$ cat src/rtl/ifu_pkg.sv
// Shared definitions for the instruction fetch unit: reset PC, RAM access
// size, PC step and the fetch state encoding.
package ifu_pkg;

  localparam logic [63:0] PC_START_DEFAULT = 64'h0000_0000_8000_0000;
  localparam logic [2:0]  RAM_SIZE_WORD    = 3'b010;
  localparam int          PC_INC           = 4;

  typedef enum logic [1:0] {
    IDLE,
    REQ,
    DROP
  } fetch_state_t;

endpackage

$ cat src/rtl/ifu_fifo.sv
// Prefetch queue of {pc, instr} pairs. The head is registered so decode never
// sees a combinational path from the RAM data bus. Pointers carry one extra
// bit so that full and empty can be told apart.
module ifu_fifo #(
  parameter int ADDR_W  = 64,
  parameter int INSTR_W = 32,
  parameter int DEPTH   = 4
) (
  input  logic                    clk,
  input  logic                    rst_n,
  input  logic                    clear,
  input  logic                    push,
  input  logic [ADDR_W-1:0]       push_pc,
  input  logic [INSTR_W-1:0]      push_instr,
  input  logic                    pop,
  output logic [ADDR_W-1:0]       head_pc,
  output logic [INSTR_W-1:0]      head_instr,
  output logic [$clog2(DEPTH):0]  count
);

  localparam int IDX_W = $clog2(DEPTH);
  localparam int PTR_W = IDX_W + 1;
  localparam logic [PTR_W-1:0] FULL = PTR_W'(DEPTH);

  logic [ADDR_W-1:0]  mem_pc    [DEPTH];
  logic [INSTR_W-1:0] mem_instr [DEPTH];
  logic [PTR_W-1:0]   wr_ptr;
  logic [PTR_W-1:0]   rd_ptr;
  logic [PTR_W-1:0]   wr_ptr_next;
  logic [PTR_W-1:0]   rd_ptr_next;
  logic [PTR_W-1:0]   count_next;
  logic               do_push;
  logic               do_pop;
  logic [ADDR_W-1:0]  next_head_pc;
  logic [INSTR_W-1:0] next_head_instr;

  assign count   = wr_ptr - rd_ptr;
  assign do_push = push & (count != FULL);
  assign do_pop  = pop & (count != '0);

  // Work out the pointers after this edge and which entry becomes the head;
  // a push into an empty (or just-emptied) queue bypasses the storage.
  always_comb begin
    wr_ptr_next     = wr_ptr + (do_push ? PTR_W'(1) : PTR_W'(0));
    rd_ptr_next     = rd_ptr + (do_pop ? PTR_W'(1) : PTR_W'(0));
    count_next      = wr_ptr_next - rd_ptr_next;
    next_head_pc    = mem_pc[rd_ptr_next[IDX_W-1:0]];
    next_head_instr = mem_instr[rd_ptr_next[IDX_W-1:0]];
    if (do_push && (rd_ptr_next == wr_ptr)) begin
      next_head_pc    = push_pc;
      next_head_instr = push_instr;
    end
  end

  // Entry storage; contents need no reset because the pointers gate them.
  always_ff @(posedge clk) begin
    if (do_push && !clear) begin
      mem_pc[wr_ptr[IDX_W-1:0]]    <= push_pc;
      mem_instr[wr_ptr[IDX_W-1:0]] <= push_instr;
    end
  end

  // Read/write pointers; clear empties the queue in one cycle.
  always_ff @(posedge clk) begin
    if (!rst_n) begin
      wr_ptr <= '0;
      rd_ptr <= '0;
    end else if (clear) begin
      wr_ptr <= '0;
      rd_ptr <= '0;
    end else begin
      wr_ptr <= wr_ptr_next;
      rd_ptr <= rd_ptr_next;
    end
  end

  // Registered head; it keeps its last value while the queue is empty.
  always_ff @(posedge clk) begin
    if (!rst_n) begin
      head_pc    <= '0;
      head_instr <= '0;
    end else if (!clear && (count_next != '0)) begin
      head_pc    <= next_head_pc;
      head_instr <= next_head_instr;
    end
  end

endmodule

$ cat src/rtl/ifu_prefetch.sv
// Instruction fetch unit: keeps a small prefetch queue topped up from the
// instruction RAM and restarts cleanly at a new PC on interrupt or branch.
module ifu_prefetch
  import ifu_pkg::*;
#(
  parameter int                ADDR_W   = 64,
  parameter int                INSTR_W  = 32,
  parameter int                DEPTH    = 4,
  parameter logic [ADDR_W-1:0] PC_START = ADDR_W'(PC_START_DEFAULT)
) (
  input  logic               clk,
  input  logic               rst_n,
  output logic [ADDR_W-1:0]  o_ram_addr,
  output logic               o_ram_valid,
  input  logic               i_ram_ready,
  input  logic [INSTR_W-1:0] i_ram_rdata,
  output logic [2:0]         o_ram_size,
  input  logic               i_hold,
  input  logic               i_branch_jump,
  input  logic [ADDR_W-1:0]  i_next_pc,
  input  logic               i_int_valid,
  input  logic [ADDR_W-1:0]  i_int_addr,
  output logic [INSTR_W-1:0] o_instr,
  output logic [ADDR_W-1:0]  o_pc,
  output logic               o_instr_valid,
  output logic               o_flushing
);

  localparam int               CNT_W     = $clog2(DEPTH) + 1;
  localparam logic [CNT_W-1:0] DEPTH_CNT = CNT_W'(DEPTH);
  localparam logic [ADDR_W-1:0] PC_STEP  = ADDR_W'(PC_INC);

  fetch_state_t      state;
  fetch_state_t      state_next;
  logic [ADDR_W-1:0] fetch_pc;
  logic [ADDR_W-1:0] fetch_pc_next;
  logic [ADDR_W-1:0] fetch_pc_inc;
  logic [ADDR_W-1:0] ram_addr_next;
  logic [ADDR_W-1:0] target;
  logic [CNT_W-1:0]  count;
  logic [CNT_W-1:0]  count_after;
  logic              redirect;
  logic              pop;
  logic              push;

  assign redirect      = i_int_valid | i_branch_jump;
  assign target        = i_int_valid ? i_int_addr : i_next_pc;
  assign o_instr_valid = (count != '0);
  assign pop           = o_instr_valid & ~i_hold & ~redirect;
  assign push          = (state == REQ) & i_ram_ready & ~redirect;
  assign fetch_pc_inc  = fetch_pc + PC_STEP;
  assign count_after   = count + CNT_W'(1) - (pop ? CNT_W'(1) : CNT_W'(0));
  assign o_ram_valid   = (state != IDLE);
  assign o_flushing    = (state == DROP);
  assign o_ram_size    = RAM_SIZE_WORD;

  ifu_fifo #(
    .ADDR_W  (ADDR_W),
    .INSTR_W (INSTR_W),
    .DEPTH   (DEPTH)
  ) u_fifo (
    .clk        (clk),
    .rst_n      (rst_n),
    .clear      (redirect),
    .push       (push),
    .push_pc    (o_ram_addr),
    .push_instr (i_ram_rdata),
    .pop        (pop),
    .head_pc    (o_pc),
    .head_instr (o_instr),
    .count      (count)
  );

  // Fetch sequencing: issue only with queue credit, drain a stale request
  // that cannot be withdrawn, and restart at the redirect target.
  always_comb begin
    state_next    = state;
    fetch_pc_next = fetch_pc;
    ram_addr_next = o_ram_addr;
    case (state)
      IDLE: begin
        if (redirect) begin
          fetch_pc_next = target;
          ram_addr_next = target;
          state_next    = REQ;
        end else if (count < DEPTH_CNT) begin
          ram_addr_next = fetch_pc;
          state_next    = REQ;
        end
      end
      REQ: begin
        if (redirect) begin
          fetch_pc_next = target;
          if (i_ram_ready) begin
            ram_addr_next = target;
          end else begin
            state_next = DROP;
          end
        end else if (i_ram_ready) begin
          fetch_pc_next = fetch_pc_inc;
          if (count_after < DEPTH_CNT) begin
            ram_addr_next = fetch_pc_inc;
          end else begin
            state_next = IDLE;
          end
        end
      end
      DROP: begin
        if (redirect) begin
          fetch_pc_next = target;
        end else if (i_ram_ready) begin
          ram_addr_next = fetch_pc;
          state_next    = REQ;
        end
      end
      default: begin
        state_next = IDLE;
      end
    endcase
  end

  // State, fetch PC and the held RAM address.
  always_ff @(posedge clk) begin
    if (!rst_n) begin
      state      <= IDLE;
      fetch_pc   <= PC_START;
      o_ram_addr <= PC_START;
    end else begin
      state      <= state_next;
      fetch_pc   <= fetch_pc_next;
      o_ram_addr <= ram_addr_next;
    end
  end

endmodule

$ cat config.mk
export PLATFORM = sky130hd
export DESIGN_NAME = ifu_prefetch
export DESIGN_NICKNAME = d
export VERILOG_FILES = /design/src/rtl/ifu_pkg.sv /design/src/rtl/ifu_fifo.sv /design/src/rtl/ifu_prefetch.sv
export SDC_FILE = /design/constraint.sdc
export NUM_CORES = 1
export LEC_CHECK = 0
export CAP_MARGIN = 20
export CORE_UTILIZATION = 38
export DETAILED_ROUTE_END_ITERATION = 12
export PLACE_DENSITY_LB_ADDON = 0.05
export SLEW_MARGIN = 40
export SYNTH_ARGS = -nofsm -noshare
export SYNTH_HDL_FRONTEND = slang
export SYNTH_SLANG_ARGS = --single-unit
$ cat constraint.sdc
create_clock -name clk -period 25.7 [get_ports clk]
set_input_delay 2.57 -clock clk [delete_from_list [all_inputs] [get_ports clk]]
set_output_delay 2.57 -clock clk [all_outputs]
set_load 0.1 [all_outputs]
==> results of run 1 <==
## cell families (layout without fill, tap and decap cells)
family,after synthesis,after routing,synth area share [%]
XOR/XNOR,22,22,0.745
AND/OR/NAND/NOR,517,517,9.00
multiplexers,276,276,14.4
flip-flops,616,616,58.3
other,2,3,0.0271
buffers and inverters,202,522,2.98
AO/OA/AOI/OAI,663,663,13.9
adder cells (fa/ha/maj),14,14,0.659
## final timing paths
kind | slack (ps) | depth (start not counted) | start | endpoint
worst min register to register | 510 | 2 | fetch_pc[21] | fetch_pc[21]
worst min-delay path | 510 | 2 | fetch_pc[21] | fetch_pc[21]
worst max-delay path | 19070 | 17 | i_branch_jump | u_fifo.head_pc[24]
worst max register to register | 20600 | 18 | u_fifo.wr_ptr[0] | u_fifo.head_pc[24]
## synthesized netlist by cell type, types with 4 or more instances
cell and count:
a21boi_0 4, o21ai_0 248, a21o_1 9, nand3_1 42
edfxtp_1 384, o21ai_1 4, mux2_2 21, xor2_1 6
nor3b_1 12, o31ai_1 6, buf_2 7, nor4_1 13
and4_1 11, a32o_1 13, or3_1 6, or4_1 4
o41ai_1 4, o211ai_1 16, buf_6 5, nor2b_1 9
inv_1 19, clkbuf_1 146, dfxtp_1 232, mux4_2 96
o31a_1 5, nand2_1 136, nor3_1 54, o22ai_1 17
ha_1 13, mux2i_1 159, nand3b_1 4, a22o_1 6
a31oi_1 23, nand4_1 19, a221oi_1 12, a211oi_1 17
buf_1 18, a311oi_1 4, a21oi_1 233, and2_1 9
a22oi_1 11, nand2b_1 7, and3_1 27, nor2_1 152
xnor2_1 15
## power by group
group	switching (uW)	leakage (uW)	internal, uW
Clock	405	0.00111	593
Sequential	86.9	0.00540	1120
Combinational	407	0.00509	140
## cell type report
type / count / area share [%]
inverter: 20 / 0.224
tap: 950 / 3.55
sequential: 616 / 48.3
multi-input combinational: 1495 / 32.5
clock buffer: 99 / 5.83
clock inverter: 29 / 0.952
timing repair buffer: 374 / 8.62
## layer usage
layer	track usage, %	wire [microns]	vias to the layer above
li1	-	-	9422
met4	7.21	2140	0
met5	0	0	-
met2	37.6	41100	753
met3	3.91	6020	134
met1	32.9	39100	10400
## critical path, stage by stage
cell,delay (ps)
clkdlybuf4s50_1,450
buf_4,330
nor3b_1,90
buf_4,220
nand3_1,310
inv_1,80
ha_1,200
ha_1,290
ha_1,200
nor2b_1,130
xnor2_1,150
xnor2_1,120
a31oi_4,200
buf_6,640
buf_4,700
o21ai_0,190
a21oi_1,150
## per-stage QoR
step                instances  power (uW)
global route             3583        2850
detailed placement       3454        1770
CTS                      3582        2770
floorplan                2313        1580
finish                   3583        2750
global placement         3451        1780
## flip-flops by register name, summed over array words and instances, names as in the netlist
name               flops
u_fifo.mem_pc        256
u_fifo.mem_instr     128
fetch_pc              64
o_ram_addr            64
u_fifo.head_pc        64
u_fifo.head_instr     32
u_fifo.rd_ptr          3
u_fifo.wr_ptr          3
state                  2
==> results.yml, run 1 <==
sta:
  maxClockFrequency_mhz: 151
  finalWorstSetupSlack_ps: 19070
  tns_ps: 0
  timing.final.crit_share_pct: 25.8
  final_hold_viol_count: 0
  final-max-slew-violation-count: 0
  relSlewSlack_pct: 39.1
  worst_slew_pin_slew_ps: 910
  whs_ps: 508
  rsz0062_at_grt: "false"
  setup_viol: 0
  min_period_ps: 6630
  clock_skew_ps: 19.6
drt:
  firstDrtPassIters: 6
  drt_iter0_markers: 1757
  vias: 20700
  vias_per_cell: 5.78
  drc_errors: 0
  antenna_left: 0
  routed_wirelength_mm: 88.4
  wl_per_cell_microns: 24.7
cts:
  post_cts_buffers: 0
  cts_resized: 0
  holdBufCountCts: 0
  numCtsBuffers: 70
  clock_path_buffers: 3
  cts_sinks: 616
  htree_levels: 3
  clk_latency_ps: 610
  clk_pin_slew_ps: 60
  clockRootBuffer: "clkbuf_16"
  cts_tree: "built"
die:
  start_util_pct: 38.6
  die_h_microns: 272
  rows: 98
  dieWidth_microns: 272
  die-area_sq_um: 74000
  pin_count: 332
  core_area_sq_um: 71900
setup_path:
  worstSetupPathType: "in -> reg"
  worstPathMaxFanout: 113
  worstSetupEndpointType: "flip-flop"
  cp.arrival_ps: 7180
  worst_setup_path_start_kind: "primary input"
  cp.required_ps: 26240
finish:
  multi_input_area_sq_um: 10900
  n_antenna_cell: 0
  drive_above_1_share_pct: 17.6
  final_area_sq_um: 33500
  nFillCells: 6625
  nNetsFinal: 2757
  syn2layout_area_growth_pct: 20.8
  layout_common_cells: "edfxtp_1, o21ai_0, a21oi_1, dfxtp_1"
  final_util_pct: 46.6
  final_common_cell: "edfxtp_1"
  regArea_sq_um: 16200
synthesis:
  netlist.area_leader.share_pct: 41.6
  synth.distinct_cells: 83
  synth_enable_flop_cells: 384
  synth_ff_type: "edfxtp_1"
  async_flop_share_pct: 0
  synth-seq-area-share_pct: 58.3
  ys_warn_count: 0
  synth_area_sq_um: 27700
  netlist_instances: 2312
  ys_seq_elements: 616
  yosysTopAreaCell: "edfxtp_1"
  ys_top_cells_by_area: "edfxtp_1, dfxtp_1, mux4_2, mux2i_1, o21ai_0"
  syn_avg_cell_area_sq_um: 12.0
place:
  dp_hpwl_mm: 56.1
  port_buffers: 328
  place_ws_ps: 18320
  gp_congestion: 0.871
  place_area_sq_um: 31200
global_route:
  grt_start_max_net_pins: 114
  grt.total_usage_pct: 23.6
  grt_antenna_before_repair: 0
  grt.overflow.total: 0
  grt_pass1_wl_mm: 131
  grt_pass1_vias: 20300
power:
  power_density_nw_per_um2: 82.1
  p_leak_uw: 0.0116
  irDropWorstVdd_mv: 0.0385
hold_path:
  hp-class: "reg -> reg"
run_status:
  outcome: "finished, final reports clean"
run:
  maxCapViolCount: 0
(Power assumes the default switching activity.)
==> run 2: changes to the inputs <==
==> constraint.sdc (replaced) <==
create_clock -name clk -period 6.9 [get_ports clk]
set_input_delay 0.69 -clock clk [delete_from_list [all_inputs] [get_ports clk]]
set_output_delay 0.69 -clock clk [all_outputs]
set_load 0.1 [all_outputs]
==> results.yml, run 2 (synthesis results as in run 1) <==
run_status:
  outcome: "finished, final reports clean"
setup_path:
  slowest_delay_ps: 600
  worstPathMaxFanout: 41
  worst_r2r_startpoint: "u_fifo.wr_ptr[0]"
  cp.required_ps: 7370
  cpMaxStageDelayCell: "buf_4"
  worstSetupEndpointType: "flip-flop"
  crit_path_start: "u_fifo.wr_ptr[0]"
  cp_num_buf_inv: 3
  crit_family: "buffers and inverters"
  worst_setup_path_start_kind: "flip-flop"
  worstSetupPathType: "reg -> reg"
  cp.arrival_ps: 5060
  crit_path_cell_trace: "inv_1 -> ha_1 -> fa_1 -> xnor3_1 -> nand3_1 -> nor3b_1 -> ha_4 -> ha_4 -> buf_4 -> buf_4 -> mux4_2 -> mux2i_1 -> a21oi_1"
drt:
  antenna_left: 0
  drt_iter0_markers: 1827
  vias_per_cell: 5.78
  wl_per_cell_microns: 24.6
  firstDrtPassIters: 7
  drc_errors: 0
  vias: 20700
  routed_wirelength_mm: 88.3
global_route:
  grt_antenna_before_repair: 1
  met1_usage_pct: 32.3
  use_met3_pct: 4.30
  grt_pass1_wl_mm: 131
  met2_usage_pct: 38.0
  grt.total_usage_pct: 23.6
  grt_pass1_vias: 20400
  busiest_layer: "met2"
  grt.overflow.total: 0
  grt_start_max_net_pins: 129
sta:
  worst_slew_pin_slew_ps: 852
  finalWorstSetupSlack_ps: 2310
  maxClockFrequency_mhz: 218
  setup_viol: 0
  relSlewSlack_pct: 43.0
  timing.final.crit_share_pct: 66.5
  final_hold_viol_count: 0
  final-max-slew-violation-count: 0
  tns_ps: 0
  clock_skew_ps: 22.0
  rsz0062_at_grt: "false"
  min_period_ps: 4590
cts:
  htree_levels: 3
  numCtsBuffers: 70
  post_cts_buffers: 0
  clock_path_buffers: 3
  holdBufCountCts: 0
  cts_sinks: 616
  clk_latency_ps: 610
  clockRootBuffer: "clkbuf_16"
  cts_tree: "built"
  clk_pin_slew_ps: 60
  cts_resized: 0
hold_path:
  hp-class: "in -> reg"
  hp-start: "rst_n"
die:
  die-area_sq_um: 74000
  dieWidth_microns: 272
  rows: 98
  pin_count: 332
  core_area_sq_um: 71900
  start_util_pct: 38.6
  die_h_microns: 272
finish:
  largest_reg_flops: 256
  final_util_pct: 46.8
  layout_common_cells: "edfxtp_1, o21ai_0, a21oi_1, dfxtp_1, clkdlybuf4s50_1"
  final_common_cell: "edfxtp_1"
  nFillCells: 6593
  nNetsFinal: 2756
  fin_cells: 3581
  n_antenna_cell: 0
  drive_above_1_share_pct: 17.9
  syn2layout_area_growth_pct: 21.3
power:
  power_density_nw_per_um2: 306
  power_switching_uw: 3340
  intPower_uw: 6930
  clkPwrFrac_pct: 36.4
  p_leak_uw: 0.0116
  irDropWorstVdd_mv: 0.186
  switching_share_pct: 32.5
  p_seq_share_pct: 43.7
  combPwrFrac_pct: 20.0
  p_total_uw: 10300
place:
  gp_congestion: 0.889
  place_ws_ps: 2000
  port_buffers: 328
  dp.cells: 3453
  dp_hpwl_mm: 55.5
run:
  maxCapViolCount: 0
run 2: cell types whose count changed in the layout (fill, tap and decap cells not counted), sizes merged:
cell,before,now
buf,211,210
clkinv,20,25
clkinvlp,0,2
inv,23,20
clkbuf,99,95
bufinv,6,5
run 2: power by group through the flow:
stage               logic (uW)  registers [uW]  clock network [uW]
global placement          2070            4560                   0
global route              2160            4530                3970
CTS                       2030            4490                3830
detailed placement        2020            4570                   0
finish                    2050            4490                3740
floorplan                  804            5070                   0
run 2: final timing paths:
path / end / slack (ps) / cells past startpoint
worst max-delay path: u_fifo.head_pc[52] / 2310 / 13
worst min-delay path: fetch_pc[18] / 470 / 3
worst max register to register: u_fifo.head_pc[52] / 2310 / 13
worst min register to register: fetch_pc[3] / 500 / 2
run 2: layer usage:
| layer | up-vias | share of wire [%] | wire length, microns |
|---|---|---|---|
| li1 | 9413 | - | - |
| met5 | - | 0 | 0 |
| met1 | 10400 | 44 | 38500 |
| met4 | 0 | 2.6 | 2260 |
| met2 | 768 | 47 | 41100 |
| met3 | 154 | 7.3 | 6430 |
run 2: worst min-delay path: stages:
cell     delay [ps]
buf_4           180
o21ai_0         100
nor2_1           40
run 2: area by class of cell:
| type | instances | area [sq um] | area share, % |
|---|---|---|---|
| Sequential cell | 616 | 16200 | 48.1 |
| Tap cell | 950 | 1190 | 3.54 |
| Multi-Input combinational cell | 1495 | 10900 | 32.5 |
| Clock buffer | 95 | 2010 | 5.98 |
| Clock inverter | 32 | 302 | 0.897 |
| Inverter | 20 | 75.1 | 0.223 |
| Timing Repair Buffer | 373 | 2940 | 8.75 |
run 2: per-stage QoR:
| stage | area (sq um) | hold slack (ps) |
|---|---|---|
| finish | 33600 | 471 |
| global route | 33600 | 459 |
| CTS | 33600 | 429 |
| detailed placement | 31300 | 493 |
| global placement | 32000 | 483 |
| floorplan | 27700 | 466 |
